===== src/rtl/seven_seg_scan_ctrl_pkg.sv =====
// Shared definitions for the seven-segment scan controller.
//   scan_state_t : scan FSM states (idle / blanking guard / digit shown)
//   SEG_BLANK    : segment pattern with every segment off
//   BCD_W        : width of one BCD digit
package seven_seg_scan_ctrl_pkg;

  localparam int unsigned BCD_W = 4;

  localparam logic [6:0] SEG_BLANK = 7'h00;

  typedef enum logic [1:0] {
    ST_IDLE  = 2'd0,
    ST_GUARD = 2'd1,
    ST_SHOW  = 2'd2
  } scan_state_t;

endpackage


===== src/rtl/seven_seg_scan_ctrl_bcd.sv =====
// Combinational BCD to seven-segment decoder, active-high segments.
//   bcd : BCD digit, codes above 9 decode to all segments off
//   seg : {g,f,e,d,c,b,a}
module BCDto7Segment
  import seven_seg_scan_ctrl_pkg::*;
(
  input  logic [BCD_W-1:0] bcd,
  output logic [6:0]       seg
);

  always_comb begin
    seg = SEG_BLANK;
    case (bcd)
      4'd0:    seg = 7'h3F;
      4'd1:    seg = 7'h06;
      4'd2:    seg = 7'h5B;
      4'd3:    seg = 7'h4F;
      4'd4:    seg = 7'h66;
      4'd5:    seg = 7'h6D;
      4'd6:    seg = 7'h7D;
      4'd7:    seg = 7'h07;
      4'd8:    seg = 7'h7F;
      4'd9:    seg = 7'h6F;
      default: seg = SEG_BLANK;
    endcase
  end

endmodule


===== src/rtl/seven_seg_scan_ctrl.sv =====
// Time-multiplexed scan controller for NUM_DIGITS common-anode digits
// sharing a single BCD decoder. A shadow register accepts new values at
// any time; the display register only takes them at frame start so a frame
// never mixes old and new digits. Each digit slot is REFRESH_DIV clocks:
// BLANK_CYCLES dark guard clocks followed by the lit portion.
//   clk, rst      : clock, synchronous active-high reset
//   en            : scanning enable, 0 holds the display dark and idle
//   load          : capture digits_in / dp_in into the shadow register
//   digits_in     : BCD nibbles, nibble 0 is the least-significant digit
//   dp_in         : decimal point per digit
//   blank_leading : suppress leading zeros (digit 0 is always shown)
//   an            : one-hot active-high anode enables (registered)
//   seg           : {g,f,e,d,c,b,a} active-high (registered)
//   dp            : decimal point of the lit digit (registered)
//   frame_done    : high during the last lit clock of the last digit
module seven_seg_scan_ctrl
  import seven_seg_scan_ctrl_pkg::*;
#(
  parameter int NUM_DIGITS   = 4,
  parameter int REFRESH_DIV  = 1000,
  parameter int BLANK_CYCLES = 2
) (
  input  logic                        clk,
  input  logic                        rst,
  input  logic                        en,
  input  logic                        load,
  input  logic [BCD_W*NUM_DIGITS-1:0] digits_in,
  input  logic [NUM_DIGITS-1:0]       dp_in,
  input  logic                        blank_leading,
  output logic [NUM_DIGITS-1:0]       an,
  output logic [6:0]                  seg,
  output logic                        dp,
  output logic                        frame_done
);

  if (NUM_DIGITS < 2 || BLANK_CYCLES < 1 || REFRESH_DIV <= BLANK_CYCLES) begin : g_param_check
    $error("seven_seg_scan_ctrl: need NUM_DIGITS>=2, BLANK_CYCLES>=1, REFRESH_DIV>BLANK_CYCLES");
  end

  localparam int CNT_W = $clog2(REFRESH_DIV);
  localparam int IDX_W = $clog2(NUM_DIGITS);

  localparam logic [CNT_W-1:0] GUARD_LAST = CNT_W'(BLANK_CYCLES - 1);
  localparam logic [CNT_W-1:0] SHOW_LAST  = CNT_W'(REFRESH_DIV - BLANK_CYCLES - 1);
  localparam logic [IDX_W-1:0] IDX_LAST   = IDX_W'(NUM_DIGITS - 1);
  localparam logic [NUM_DIGITS-1:0] AN_ONE = {{(NUM_DIGITS-1){1'b0}}, 1'b1};

  scan_state_t state, state_d;
  logic [CNT_W-1:0] cnt, cnt_d;
  logic [IDX_W-1:0] idx, idx_d;
  logic             frame_start;

  logic [NUM_DIGITS-1:0][BCD_W-1:0] shadow, disp;
  logic [NUM_DIGITS-1:0]            shadow_dp, disp_dp;

  logic [BCD_W-1:0]       cur_nib;
  logic [6:0]             dec_seg;
  logic [NUM_DIGITS-1:0]  lz_blank;

  logic [NUM_DIGITS-1:0]  an_d;
  logic [6:0]             seg_d;
  logic                   dp_d;
  logic                   frame_done_d;

  // Decoder sees the current digit through both GUARD and SHOW, so its
  // output has settled by the time the anode turns on.
  assign cur_nib = disp[idx];

  BCDto7Segment u_dec (
    .bcd (cur_nib),
    .seg (dec_seg)
  );

  // A digit above 0 is a leading zero when it and every higher digit are 0.
  always_comb begin
    logic all_zero_above;
    lz_blank       = '0;
    all_zero_above = 1'b1;
    for (int unsigned i = NUM_DIGITS - 1; i >= 1; i--) begin
      all_zero_above = all_zero_above & (disp[i] == '0);
      lz_blank[i]    = blank_leading & all_zero_above;
    end
  end

  always_comb begin
    state_d     = state;
    cnt_d       = cnt;
    idx_d       = idx;
    frame_start = 1'b0;
    case (state)
      ST_IDLE: begin
        if (en) begin
          state_d     = ST_GUARD;
          cnt_d       = '0;
          idx_d       = '0;
          frame_start = 1'b1;
        end
      end
      ST_GUARD: begin
        if (cnt == GUARD_LAST) begin
          state_d = ST_SHOW;
          cnt_d   = '0;
        end else begin
          cnt_d = cnt + 1'b1;
        end
      end
      ST_SHOW: begin
        if (cnt == SHOW_LAST) begin
          state_d = ST_GUARD;
          cnt_d   = '0;
          if (idx == IDX_LAST) begin
            idx_d       = '0;
            frame_start = 1'b1;
          end else begin
            idx_d = idx + 1'b1;
          end
        end else begin
          cnt_d = cnt + 1'b1;
        end
      end
      default: begin
        state_d = ST_IDLE;
        cnt_d   = '0;
        idx_d   = '0;
      end
    endcase
    if (!en) begin
      state_d     = ST_IDLE;
      cnt_d       = '0;
      idx_d       = '0;
      frame_start = 1'b0;
    end
  end

  // Outputs are registered from the next state so the anode rises on the
  // same edge that enters SHOW. SHOW is only entered from GUARD of the same
  // digit, so idx and the decoder output already refer to that digit.
  always_comb begin
    an_d         = '0;
    seg_d        = SEG_BLANK;
    dp_d         = 1'b0;
    frame_done_d = 1'b0;
    if (state_d == ST_SHOW) begin
      an_d         = AN_ONE << idx;
      frame_done_d = (idx == IDX_LAST) && (cnt_d == SHOW_LAST);
      if (lz_blank[idx]) begin
        seg_d = SEG_BLANK;
        dp_d  = 1'b0;
      end else begin
        seg_d = (cur_nib > BCD_W'(9)) ? SEG_BLANK : dec_seg;
        dp_d  = disp_dp[idx];
      end
    end
  end

  always_ff @(posedge clk) begin
    if (rst) begin
      state      <= ST_IDLE;
      cnt        <= '0;
      idx        <= '0;
      shadow     <= '0;
      shadow_dp  <= '0;
      disp       <= '0;
      disp_dp    <= '0;
      an         <= '0;
      seg        <= SEG_BLANK;
      dp         <= 1'b0;
      frame_done <= 1'b0;
    end else begin
      state      <= state_d;
      cnt        <= cnt_d;
      idx        <= idx_d;
      an         <= an_d;
      seg        <= seg_d;
      dp         <= dp_d;
      frame_done <= frame_done_d;
      if (load) begin
        shadow    <= digits_in;
        shadow_dp <= dp_in;
      end
      // A load landing on the frame-start edge goes straight to the display.
      if (frame_start) begin
        disp    <= load ? digits_in : shadow;
        disp_dp <= load ? dp_in : shadow_dp;
      end
    end
  end

endmodule


===== config.mk =====
export PLATFORM = sky130hd
export DESIGN_NAME = seven_seg_scan_ctrl
export DESIGN_NICKNAME = d
export VERILOG_FILES = /design/src/rtl/seven_seg_scan_ctrl_pkg.sv /design/src/rtl/seven_seg_scan_ctrl_bcd.sv /design/src/rtl/seven_seg_scan_ctrl.sv
export SDC_FILE = /design/constraint.sdc
export NUM_CORES = 1
export LEC_CHECK = 0
export BUFFER_PORTS_ARGS = -buffer_cell sky130_fd_sc_hd__buf_2
export CELL_PAD_IN_SITES_DETAIL_PLACEMENT = 1
export CELL_PAD_IN_SITES_GLOBAL_PLACEMENT = 2
export CORE_ASPECT_RATIO = 0.8
export CORE_MARGIN = 3
export CORE_UTILIZATION = 28
export CTS_CLUSTER_SIZE = 24
export DETAILED_ROUTE_END_ITERATION = 6
export HOLD_SLACK_MARGIN = 0.1
export PLACE_DENSITY_LB_ADDON = 0.3
export SKIP_CTS_REPAIR_TIMING = 1
export SLEW_MARGIN = 20
export SYNTH_ARGS = -nofsm -noshare
export SYNTH_HDL_FRONTEND = slang
export SYNTH_SLANG_ARGS = --single-unit

===== constraint.sdc =====
create_clock -name clk -period 6.15 [get_ports clk]
set_clock_uncertainty 0.2 [all_clocks]
set_input_delay 0.615 -clock clk [delete_from_list [all_inputs] [get_ports clk]]
set_output_delay 0.615 -clock clk [all_outputs]
set_load 0.1 [all_outputs]

==> results.rst, run 1 <==
.. list-table::
   :header-rows: 1

   * - Metric
     - Value
   * - Run status
     - complete, no violations
   * - Sequential share of the synthesized area
     - 43.26%
   * - Root Buffer Master
     - sky130_fd_sc_hd__clkbuf_16
   * - Number of warnings reported in the yosys synthesis log
     - 0
   * - Portion of the clock cycle consumed by the worst path in the final layout
     - 43.93%
   * - Data arrival time of the critical path
     - 2780 ps
   * - Number of routed nets with antenna violations
     - 0
   * - Hold slack final
     - 272.1 ps
   * - Final hold viol count
     - 0
   * - Synth Cell Area
     - 3100 µm²
   * - Max-slew headroom at the worst pin
     - 53.14%
   * - Number of filler cells placed in the layout
     - 1229
   * - Std-Cell Core Area
     - 10530 µm²
   * - Worst-margin pin slew
     - 702.9 ps
   * - Critical Path, Cell by Cell
     - mux4_2, inv_1, ha_1, nor2_1, o21ai_0, and4b_1, and2_4
   * - Synth unique cells
     - 48
   * - Die Span Y
     - 100.1 µm
   * - 1st-pass router iterations
     - 2
   * - # placed instances
     - 497
   * - Highest cell delay on the worst timing path
     - 680 ps
   * - Tot Pwr
     - 0.001049 W
   * - Via count normalized by instance count
     - 4.595
   * - Share of power burned in combinational logic
     - 6.8%
   * - Hold Crit Class
     - reg -> reg
   * - Synth Register Bits
     - 67
   * - Switching power total
     - 0.0002441 W
   * - Number of nets produced by synthesis
     - 375
   * - Number of antenna violations at the first check in global routing
     - 0
   * - Number of primary I/O pins
     - 38
   * - Post-detailed-route DRC marker count
     - 0
   * - Max clock buf depth
     - 2
   * - H-tree depth
     - 3
   * - Highest-count cells in the layout ignoring fill and taps
     - sky130_fd_sc_hd__dfxtp_1 (67), sky130_fd_sc_hd__nor2_1 (45), sky130_fd_sc_hd__buf_2 (37), sky130_fd_sc_hd__nand2_1 (33)
   * - Residual overflow from global routing
     - 0
   * - Post-synthesis async set-or-reset flop share
     - 0%
   * - Latest clock arrival within the worst-skew pair
     - 330 ps
   * - Post-synthesis instance total
     - 336
   * - Commonest register cell after synthesis
     - sky130_fd_sc_hd__dfxtp_1
   * - Post-layout minimum cycle time
     - 2702 ps
   * - ANT cells
     - 0
   * - HPWL reported at the end of detailed placement
     - 5.197 mm
   * - Library cell contributing the largest single delay on the critical path
     - sky130_fd_sc_hd__dfxtp_1
   * - Final Setup Violations
     - 0
   * - Post-synthesis area per instance
     - 9.228 µm²
   * - Cells on worst reg2reg path
     - 7
   * - Layout cell share with drive strength beyond 1
     - 19.57%
   * - Internal Power
     - 0.0008051 W
   * - Sw frac
     - 23.27%
   * - Post-Route Setup TNS
     - 0 ps
   * - TritonCTS Buffers
     - 9
   * - Worst-case vdd ir drop
     - 110.0 µV
   * - Routability-driven placement congestion ratio
     - 0.7456
   * - Setup WS pre-CTS
     - 3457 ps
   * - Fin. max-slew vios
     - 0
   * - Crit path max fanout
     - 13
   * - Die width
     - 123.7 µm
   * - Total of max-cap violations
     - 0
   * - Hold-critical path depth
     - 2
   * - Number of clock sinks
     - 67
   * - Initial core utilization
     - 29.45%
   * - Unrepaired setup endpoints after global routing
     - no
   * - Global-route wire length before repair
     - 12.22 mm
   * - Iteration-0 DRC count of the detailed router
     - 111
   * - Post-layout nets
     - 407
   * - WL final
     - 7.129 mm
   * - Pwr/cell area
     - 284.4 nW/µm²
   * - Sort of element at the end of the critical path
     - flip-flop
   * - Static Leakage
     - 1.467 nW
   * - Setup crit start kind
     - flip-flop
   * - CP Class
     - reg -> reg
   * - Per-cell routed wire length
     - 13.90 µm
   * - Via count of the first global-routing pass
     - 2482
   * - Worst reg2reg startpoint
     - idx[0]$_SDFFE_PP0P_
   * - Worst setup slack after layout
     - 3448 ps
   * - Row count
     - 33
   * - Most frequent standard cell in the layout excluding fill and tap cells
     - sky130_fd_sc_hd__dfxtp_1
   * - Largest net degree at the start of global routing
     - 45
   * - Max Fclk
     - 370.1 MHz
   * - Non-filler cells in the finished layout
     - 513
   * - Clock tree from TritonCTS
     - done
   * - Clock Power Share
     - 49.6%
   * - Vias after detailed routing
     - 2357
   * - Number of I/O port buffers
     - 37
   * - Total Die Area
     - 12380 µm²
   * - Layout Area Growth over Synthesis
     - 18.97%
   * - Clock-pin slew of the registers on the worst-case setup and hold paths
     - 60 ps
   * - Hold worst-path end
     - disp_dp[3]$_SDFFE_PP0P_
   * - Startpoint of the tightest hold check path
     - disp_dp[3]$_SDFFE_PP0P_
   * - Number of synthesized flops with an enable pin
     - 0
   * - Crit path required time
     - 6230 ps
   * - Sequential power share
     - 43.7%
   * - Slack of the worst reg-to-reg path
     - 3450 ps
   * - Crit Reg-Reg Endpoint
     - seg[4]$_SDFF_PP0_
   * - Gr usage total
     - 12.58%
state kept, by name, indices dropped and copies added, names as in the netlist:
register    flops
idx             2
dp              1
shadow_dp       4
state           2
seg             7
an              4
frame_done      1
shadow         16
disp_dp         4
disp           16
cnt            10
area by class of cell:
cell class              count  area, µm²  area share (%)
clock inverters             6      63.81           1.730
well taps                 140      175.2           4.749
multi-input cells         241       1635           44.34
inverters                  11      41.29           1.119
flip-flops and latches     67       1341           36.36
clock buffers              10      239.0           6.479
repair buffers             38      192.7           5.224
power groups by stage:
stage,combinational (W),sequential [W],clock (W)
floorplan,0.0000522,0.000464,0
global placement,0.0000709,0.000467,0
detailed placement,0.0000725,0.000468,0
CTS,0.0000733,0.000458,0.000534
global route,0.0000822,0.000460,0.000557
finish,0.0000710,0.000458,0.000520
through the flow:
step / cell area, µm² / util (%)
after floorplan: 3100 / -
final: 3689 / 35.03
after global placement: 3386 / 32.16
after global routing: 3689 / 35.03
after CTS: 3689 / 35.03
after detailed placement: 3386 / 32.16
how the worst max path moves through the flow:
stage | start | to | slack, ps
2_1_floorplan | idx[0]$_SDFFE_PP0P_ | seg[4]$_SDFF_PP0_ | 3800
3_3_place_gp | idx[0]$_SDFFE_PP0P_ | seg[4]$_SDFF_PP0_ | 3550
3_5_place_dp | idx[0]$_SDFFE_PP0P_ | seg[4]$_SDFF_PP0_ | 3460
4_1_cts | idx[0]$_SDFFE_PP0P_ | seg[4]$_SDFF_PP0_ | 3410
5_1_grt | idx[0]$_SDFFE_PP0P_ | seg[4]$_SDFF_PP0_ | 3220
6_report | idx[0]$_SDFFE_PP0P_ | seg[4]$_SDFF_PP0_ | 3450
synth_stat cells (3+ instances only):
cell type	number	area share [%]
sky130_fd_sc_hd__nand2b_1	23	4.6
sky130_fd_sc_hd__nor3_1	5	0.81
sky130_fd_sc_hd__nor2_1	45	5.4
sky130_fd_sc_hd__clkbuf_1	11	1.3
sky130_fd_sc_hd__xnor2_1	5	1.4
sky130_fd_sc_hd__inv_1	11	1.3
sky130_fd_sc_hd__buf_2	3	0.48
sky130_fd_sc_hd__nand2_1	33	4.0
sky130_fd_sc_hd__mux2i_1	21	6.8
sky130_fd_sc_hd__nor4_1	4	0.81
sky130_fd_sc_hd__nand3_1	8	1.3
sky130_fd_sc_hd__o21a_1	7	1.7
sky130_fd_sc_hd__dfxtp_1	67	43
sky130_fd_sc_hd__o21ai_0	23	3.7
sky130_fd_sc_hd__xor2_1	3	0.85
sky130_fd_sc_hd__ha_1	14	5.6
sky130_fd_sc_hd__a21oi_1	12	1.9
sky130_fd_sc_hd__mux4_2	4	2.9
worst max-delay path: cells and delay by family (launching register included):
kind | cells | cell delay (ps)
flip-flops | 1 | 680
multiplexers | 1 | 650
AND/OR/NAND/NOR | 3 | 610
adder cells (fa/ha/maj) | 1 | 200
buffers and inverters | 1 | 160
AO/OA/AOI/OAI | 1 | 150
per-layer routing:
metal  global-route usage (%)  part of all wire [%]  routed length (µm)
met3                    4.169                   3.6                 258
met2                    20.48                    48                3419
met4                    3.830                   1.3                  91
met1                    15.79                    47                3360
met5                        0                     0                   0
cell families (layout without fill, tap and decap cells):
kind of cell    count (synthesis)  count (layout)  synth area share [%]
simple gates                  139             139                 23.65
xor+xnor                        8               8                 2.260
compound gates                 54              54                 10.57
flops                          67              67                 43.26
mux                            26              26                 10.49
fa+ha+maj                      14              14                 5.650
buf+inv                        28              65                 4.116
No activity file was read; power rests on OpenSTA's default activity.
==> inputs of run 2 (changes only) <==
==> constraint.sdc (replaced) <==
create_clock -name clk -period 2.4 [get_ports clk]
set_clock_uncertainty 0.2 [all_clocks]
set_input_delay 0.24 -clock clk [delete_from_list [all_inputs] [get_ports clk]]
set_output_delay 0.24 -clock clk [all_outputs]
set_load 0.1 [all_outputs]
==> results.rst, run 2 (synthesis gave the netlist of run 1 again) <==
.. list-table::
   :header-rows: 1

   * - Metric
     - Value
   * - Run status
     - complete, no violations
   * - Static Leakage
     - 1.626 nW (+11%)
   * - Highest-count cells in the layout ignoring fill and taps
     - sky130_fd_sc_hd__dfxtp_1 (66), sky130_fd_sc_hd__nor2_1 (45), sky130_fd_sc_hd__buf_2 (37), sky130_fd_sc_hd__nand2_1 (33)
   * - Combined flip-flop and latch cell area
     - 1343 µm² (about the same)
   * - Hold Crit Class
     - in -> reg
   * - Most frequent standard cell in the layout excluding fill and tap cells
     - sky130_fd_sc_hd__dfxtp_1
   * - Layout Area Growth over Synthesis
     - 29.30%
   * - Startpoint of the tightest hold check path
     - en
   * - Initial core utilization
     - 29.45% (unchanged)
   * - Layout cell share with drive strength beyond 1
     - 21.81% (+2.2 points)
   * - Routing usage on met2
     - 20.77% (+0.29 points)
   * - Via count normalized by instance count
     - 4.606 (+0.25%)
   * - Sequential power share
     - 44.1% (+0.4 points)
   * - Max-slew headroom at the worst pin
     - 61.13% (+8.0 points)
   * - Latest clock arrival within the worst-skew pair
     - 330 ps (about the same)
   * - Grt met3 use
     - 3.887% (-0.28 points)
   * - Share of power burned in combinational logic
     - 8.4% (+1.6 points)
   * - Post-layout nets
     - 442 (+8.6%)
   * - Top Usage Layer GRT
     - met2
   * - WL final
     - 7.644 mm (+7.2%)
   * - Max Fclk
     - 452.9 MHz (+22%)
   * - Final Setup Violations
     - 0 (unchanged)
   * - Worst-case vdd ir drop
     - 317.2 µV (+190%)
   * - Worst reg2reg startpoint
     - state[1]$_SDFF_PP0_
   * - Iteration-0 DRC count of the detailed router
     - 104 (-6.3%)
   * - Gr usage total
     - 12.77% (+0.19 points)
   * - Switching power total
     - 0.0006411 W (+160%)
   * - H-tree depth
     - 3 (unchanged)
   * - Total Die Area
     - 12380 µm² (unchanged)
   * - Post-Route Setup TNS
     - 0 ps (unchanged)
   * - 1st-pass router iterations
     - 4 (+2)
   * - Die width
     - 123.7 µm (unchanged)
   * - Root Buffer Master
     - sky130_fd_sc_hd__clkbuf_16
   * - Max clock buf depth
     - 2 (unchanged)
   * - Final hold viol count
     - 0 (unchanged)
   * - Total of max-cap violations
     - 0 (unchanged)
   * - Vias after detailed routing
     - 2524 (+7.1%)
   * - Internal Power
     - 0.002021 W (+150%)
   * - HPWL reported at the end of detailed placement
     - 5.396 mm (+3.8%)
   * - Die Span Y
     - 100.1 µm (unchanged)
   * - Largest net degree at the start of global routing
     - 41 (-8.9%)
   * - Largest registers
     - disp (16), shadow (16), cnt (10)
   * - Number of antenna violations at the first check in global routing
     - 0 (unchanged)
   * - Setup crit start kind
     - flip-flop
   * - Crit Reg-Reg Endpoint
     - seg[4]$_SDFF_PP0_
   * - Pwr/cell area
     - 664.1 nW/µm² (+130%)
   * - Residual overflow from global routing
     - 0 (unchanged)
   * - Clock-pin slew of the registers on the worst-case setup and hold paths
     - 60 ps (about the same)
   * - Std-Cell Core Area
     - 10530 µm² (unchanged)
   * - CP Class
     - reg -> reg
   * - Met1 layer usage reported by global route
     - 15.75% (-0.040 points)
   * - Sort of element at the end of the critical path
     - flip-flop
   * - Number of routed nets with antenna violations
     - 0 (unchanged)
   * - Fin. max-slew vios
     - 0 (unchanged)
   * - Hold-critical path depth
     - 3 (+1)
   * - Worst-margin pin slew
     - 583.0 ps (-119.9 ps)
   * - Sw frac
     - 24.08% (+0.81 points)
   * - Critical Path, Cell by Cell
     - inv_1, ha_1, inv_1, a31o_1, a221o_1, and4b_2, and2_4
   * - Clock tree from TritonCTS
     - done
   * - Area used by multi-input combinational logic
     - 1637 µm² (about the same)
   * - Number of filler cells placed in the layout
     - 1243 (+1.1%)
   * - Clock Power Share
     - 47.5% (-2.1 points)
   * - Number of primary I/O pins
     - 38 (unchanged)
   * - TritonCTS Buffers
     - 9 (unchanged)
   * - Global-route wire length before repair
     - 12.32 mm (+0.85%)
   * - Via count of the first global-routing pass
     - 2528 (+1.9%)
   * - Post-layout minimum cycle time
     - 2208 ps (-494.0 ps)
   * - Unrepaired setup endpoints after global routing
     - no
   * - Number of clock sinks
     - 67 (unchanged)
   * - ANT cells
     - 0 (unchanged)
   * - Row count
     - 33 (unchanged)
   * - Data arrival time of the critical path
     - 2230 ps (-550 ps)
   * - Cells on worst reg2reg path
     - 7 (unchanged)
   * - Hold worst-path end
     - idx[1]$_SDFFE_PP0P_
   * - Portion of the clock cycle consumed by the worst path in the final layout
     - 92.00% (+48 points)
   * - Crit path max fanout
     - 7 (-6)
   * - Library cell contributing the largest single delay on the critical path
     - sky130_fd_sc_hd__a221o_1
   * - Number of I/O port buffers
     - 37 (unchanged)
   * - Final Util
     - 38.07% (+3.0 points)
   * - Routability-driven placement congestion ratio
     - 0.7617 (+2.2%)
   * - Highest cell delay on the worst timing path
     - 380 ps (-300 ps)
   * - Slack of the worst reg-to-reg path
     - 190 ps (-3260 ps)
   * - Crit path required time
     - 2420 ps (-3810 ps)
   * - Post-detailed-route DRC marker count
     - 0 (unchanged)
   * - Per-cell routed wire length
     - 13.95 µm (+0.38%)
   * - CP dominant cell by count
     - sky130_fd_sc_hd__inv_1
==> run 2: layout make-up <==
class | count | share of cell area (%)
tap | 140 | 4.370
multi-input combinational | 241 | 40.82
clock inverter | 5 | 0.9363
sequential | 67 | 33.49
timing repair buffer | 73 | 13.05
inverter | 11 | 1.030
clock buffer | 11 | 6.305
==> run 2: worst max-delay path by stage <==
| stage | start | endpoint | slack, ps | cells after the start |
|---|---|---|---|---|
| floorplan | idx[0]$_SDFFE_PP0P_ | seg[4]$_SDFF_PP0_ | 50 | 9 |
| global placement | idx[0]$_SDFFE_PP0P_ | seg[4]$_SDFF_PP0_ | 110 | 7 |
| detailed placement | idx[0]$_SDFFE_PP0P_ | seg[4]$_SDFF_PP0_ | 10 | 7 |
| CTS | idx[0]$_SDFFE_PP0P_ | seg[4]$_SDFF_PP0_ | -10 | 7 |
| global route | idx[0]$_SDFFE_PP0P_ | seg[5]$_SDFF_PP0_ | 40 | 7 |
| finish | state[1]$_SDFF_PP0_ | seg[4]$_SDFF_PP0_ | 190 | 7 |
==> run 2: layer usage <==
metal	part of all wire (%)	wire length (µm)
met4	1.6	126
met1	47	3581
met5	0	0
met2	48	3679
met3	3.4	257
==> run 2: critical path, delay by kind of cell, from the launching register on <==
family                     cells  cell delay, ps
AOI/OAI and AO/OA              2             600
adders and majority gates      1             280
buffers and inverters          2             190
DFF                            1             370
and+or+nand+nor                2             470
==> run 2: metrics by stage <==
step | total power, W | instances | instance area, µm² | worst slack [ps] | hold slack (ps)
global placement | 0.001390 | 509 | 3488 | 109.7 | 259.6
floorplan | 0.001324 | 336 | 3100 | 47.30 | 214.5
finish | 0.002662 | 548 | 4009 | 192.0 | 93.89
detailed placement | 0.001395 | 509 | 3488 | 14.74 | 264.0
global route | 0.002776 | 548 | 4009 | 35.57 | 119.4
CTS | 0.002680 | 525 | 3779 | -9.673 | -14.98
==> run 2: power groups by stage <==
stage | registers, W | clock network (W) | logic (W)
floorplan | 0.00119 | 0 | 0.000134
global placement | 0.00120 | 0 | 0.000194
detailed placement | 0.00120 | 0 | 0.000198
CTS | 0.00117 | 0.00131 | 0.000199
global route | 0.00118 | 0.00134 | 0.000255
finish | 0.00117 | 0.00126 | 0.000224
==> inputs of run 3 (changes only) <==
==> constraint.sdc (replaced) <==
create_clock -name clk -period 2.9 [get_ports clk]
set_clock_uncertainty 0.2 [all_clocks]
set_input_delay 0.29 -clock clk [delete_from_list [all_inputs] [get_ports clk]]
set_output_delay 0.29 -clock clk [all_outputs]
set_load 0.1 [all_outputs]
==> results.rst, run 3 (synthesis gave the netlist of run 1 again) <==
.. list-table::
   :header-rows: 1

   * - Metric
     - Value
   * - Clock tree from TritonCTS
     - done
   * - ANT cells
     - 0 (unchanged)
   * - Max clock buf depth
     - 2 (unchanged)
   * - Highest-count cells in the layout ignoring fill and taps
     - sky130_fd_sc_hd__dfxtp_1 (67), sky130_fd_sc_hd__nor2_1 (45), sky130_fd_sc_hd__buf_2 (37), sky130_fd_sc_hd__nand2_1 (33)
   * - Setup crit start kind
     - flip-flop
   * - HPWL reported at the end of detailed placement
     - 4.947 mm (-8.3%)
   * - Post-layout minimum cycle time
     - 2347 ps (+138.6 ps)
   * - Via count normalized by instance count
     - 4.616 (+0.22%)
   * - Routability-driven placement congestion ratio
     - 0.7937 (+4.2%)
   * - Highest cell delay on the worst timing path
     - 600 ps (+220 ps)
   * - Layout Area Growth over Synthesis
     - 24.82%
   * - Die width
     - 123.7 µm (unchanged)
   * - Sort of element at the end of the critical path
     - flip-flop
   * - Number of primary I/O pins
     - 38 (unchanged)
   * - Uppermost signal routing layer after detailed routing
     - met4
   * - CP Class
     - reg -> reg
   * - 1st-pass router iterations
     - 5 (+1)
   * - Per-cell routed wire length
     - 13.37 µm (-4.2%)
   * - Total Die Area
     - 12380 µm² (unchanged)
   * - Row count
     - 33 (unchanged)
   * - Fin. max-slew vios
     - 0 (unchanged)
   * - WL met2
     - 3.330 mm (-9.5%)
   * - Post-layout nets
     - 425 (-3.8%)
   * - Cell class contributing the biggest share of worst-path delay
     - simple AND/OR/NAND/NOR gates
   * - Iteration-0 DRC count of the detailed router
     - 108 (+3.8%)
   * - Sw frac
     - 24.19% (+0.11 points)
   * - Crit path launch
     - idx[0]$_SDFFE_PP0P_
   * - Worst-margin pin slew
     - 731.9 ps (+148.9 ps)
   * - Initial core utilization
     - 29.45% (unchanged)
   * - Global-route wire length before repair
     - 11.87 mm (-3.6%)
   * - Max-slew headroom at the worst pin
     - 51.21% (-9.9 points)
   * - Setup WS pre-CTS
     - 534.7 ps (+520.0 ps)
   * - Data arrival time of the critical path
     - 2430 ps (+200 ps)
   * - Final Setup Violations
     - 0 (unchanged)
   * - Via count of the first global-routing pass
     - 2404 (-4.9%)
   * - Number of antenna violations at the first check in global routing
     - 0 (unchanged)
   * - Internal Power
     - 0.001714 W (-15%)
   * - Crit path max fanout
     - 7 (unchanged)
   * - Max Fclk
     - 426.1 MHz (-5.9%)
   * - Vias after detailed routing
     - 2451 (-2.9%)
   * - Number of clock sinks
     - 67 (unchanged)
   * - Most frequent standard cell in the layout excluding fill and tap cells
     - sky130_fd_sc_hd__dfxtp_1
   * - Library cell contributing the largest single delay on the critical path
     - sky130_fd_sc_hd__mux4_2
   * - Total of max-cap violations
     - 0 (unchanged)
   * - Gr usage total
     - 12.19% (-0.57 points)
   * - Post-detailed-route DRC marker count
     - 0 (unchanged)
   * - Run status
     - complete, no violations
   * - Amount of wire on met3 after detailed routing
     - 282 µm (+9.7%)
   * - Largest net degree at the start of global routing
     - 45 (+9.8%)
   * - Hold Crit Class
     - in -> reg
   * - Startpoint of the tightest hold check path
     - digits_in[2]
   * - Pwr/cell area
     - 584.4 nW/µm² (-12%)
   * - Critical Path, Cell by Cell
     - mux4_2, inv_1, ha_1, nor2_1, o21ai_0, and4b_1, and2_4
   * - Worst-case vdd ir drop
     - 237.0 µV (-25%)
   * - Tot Pwr
     - 0.002262 W (-15%)
   * - Worst reg2reg startpoint
     - idx[0]$_SDFFE_PP0P_
   * - Crit path required time
     - 2980 ps (+560 ps)
   * - Number of routed nets with antenna violations
     - 0 (unchanged)
   * - Sequential power share
     - 42.9% (-1.2 points)
   * - Std-Cell Core Area
     - 10530 µm² (unchanged)
   * - Residual overflow from global routing
     - 0 (unchanged)
   * - Latest clock arrival within the worst-skew pair
     - 330 ps (about the same)
   * - Final hold viol count
     - 0 (unchanged)
   * - TritonCTS Buffers
     - 9 (unchanged)
   * - Largest registers
     - disp (16), shadow (16), cnt (10)
   * - Layout cell share with drive strength beyond 1
     - 19.18% (-2.6 points)
   * - Die Span Y
     - 100.1 µm (unchanged)
   * - Static Leakage
     - 1.549 nW (-4.8%)
   * - Buffers plus inverters on the worst setup path
     - 1 (-1)
   * - Number of filler cells placed in the layout
     - 1255 (+0.97%)
   * - Switching power total
     - 0.0005472 W (-15%)
   * - Clock-pin slew of the registers on the worst-case setup and hold paths
     - 60 ps (about the same)
   * - Unrepaired setup endpoints after global routing
     - no
   * - Portion of the clock cycle consumed by the worst path in the final layout
     - 80.92% (-11 points)
   * - Post-Route Setup TNS
     - 0 ps (unchanged)
   * - Worst setup slack after layout
     - 553.4 ps (+361.4 ps)
   * - Share of power burned in combinational logic
     - 7.4% (-1.0 points)
   * - Root Buffer Master
     - sky130_fd_sc_hd__clkbuf_16
   * - Met1 layer wirelength in the final routing
     - 3.418 mm (-4.6%)
   * - Number of I/O port buffers
     - 37 (unchanged)
   * - H-tree depth
     - 3 (unchanged)
   * - Clock Power Share
     - 49.7% (+2.2 points)
   * - WL final
     - 7.097 mm (-7.2%)
   * - Hold slack final
     - 51.48 ps (-42.41 ps)
run 3: cell type report:
type                       instances  area [µm²]  share of cell area [%]
clock buffer                       9       225.2                   5.820
clock inverter                     7       83.83                   2.166
inverter                          11       41.29                   1.067
multi-input combinational        241        1635                   42.26
sequential                        67        1341                   34.66
tap                              140       175.2                   4.526
timing repair buffer              56       367.9                   9.505
run 3: worst reg2reg max path: cells and delay by family, from the launching register on:
kind            cells  cell delay (ps)
flops               1              390
mux                 1              600
simple gates        3              610
compound gates      1              150
buf+inv             1              150
fa+ha+maj           1              190
run 3: path summary, 6_finish.rpt:
| path | to | slack (ps) | cells past startpoint |
|---|---|---|---|
| min reg2reg | disp_dp[1]$_SDFFE_PP0P_ | 280 | 2 |
| max | seg[4]$_SDFF_PP0_ | 550 | 7 |
| max reg2reg | seg[4]$_SDFF_PP0_ | 550 | 7 |
| min | shadow[2]$_SDFF_PP0_ | 50 | 3 |
run 3: power groups by stage:
stage / Clock, W / Combinational (W) / Sequential, W
3_5_place_dp: 0 / 0.000152 / 0.000991
3_3_place_gp: 0 / 0.000151 / 0.000991
2_1_floorplan: 0 / 0.000111 / 0.000985
6_report: 0.00112 / 0.000166 / 0.000970
4_1_cts: 0.00116 / 0.000154 / 0.000970
5_1_grt: 0.00121 / 0.000192 / 0.000974
run 3: metal layers:
metal / track usage (%) / vias up
met4: 3.830 / 0
met3: 4.338 / 5
met2: 18.86 / 29
met5: 0 / -
met1: 15.91 / 1168
li1: - / 1249
run 3: through the flow:
step                      area, µm²  instances  utilization [%]
final                          3870        531            36.76
after global routing           3870        531            36.76
after CTS                      3710        515            35.23
after detailed placement       3401        499            32.30
after global placement         3401        499            32.30
after floorplan                3100        336                -
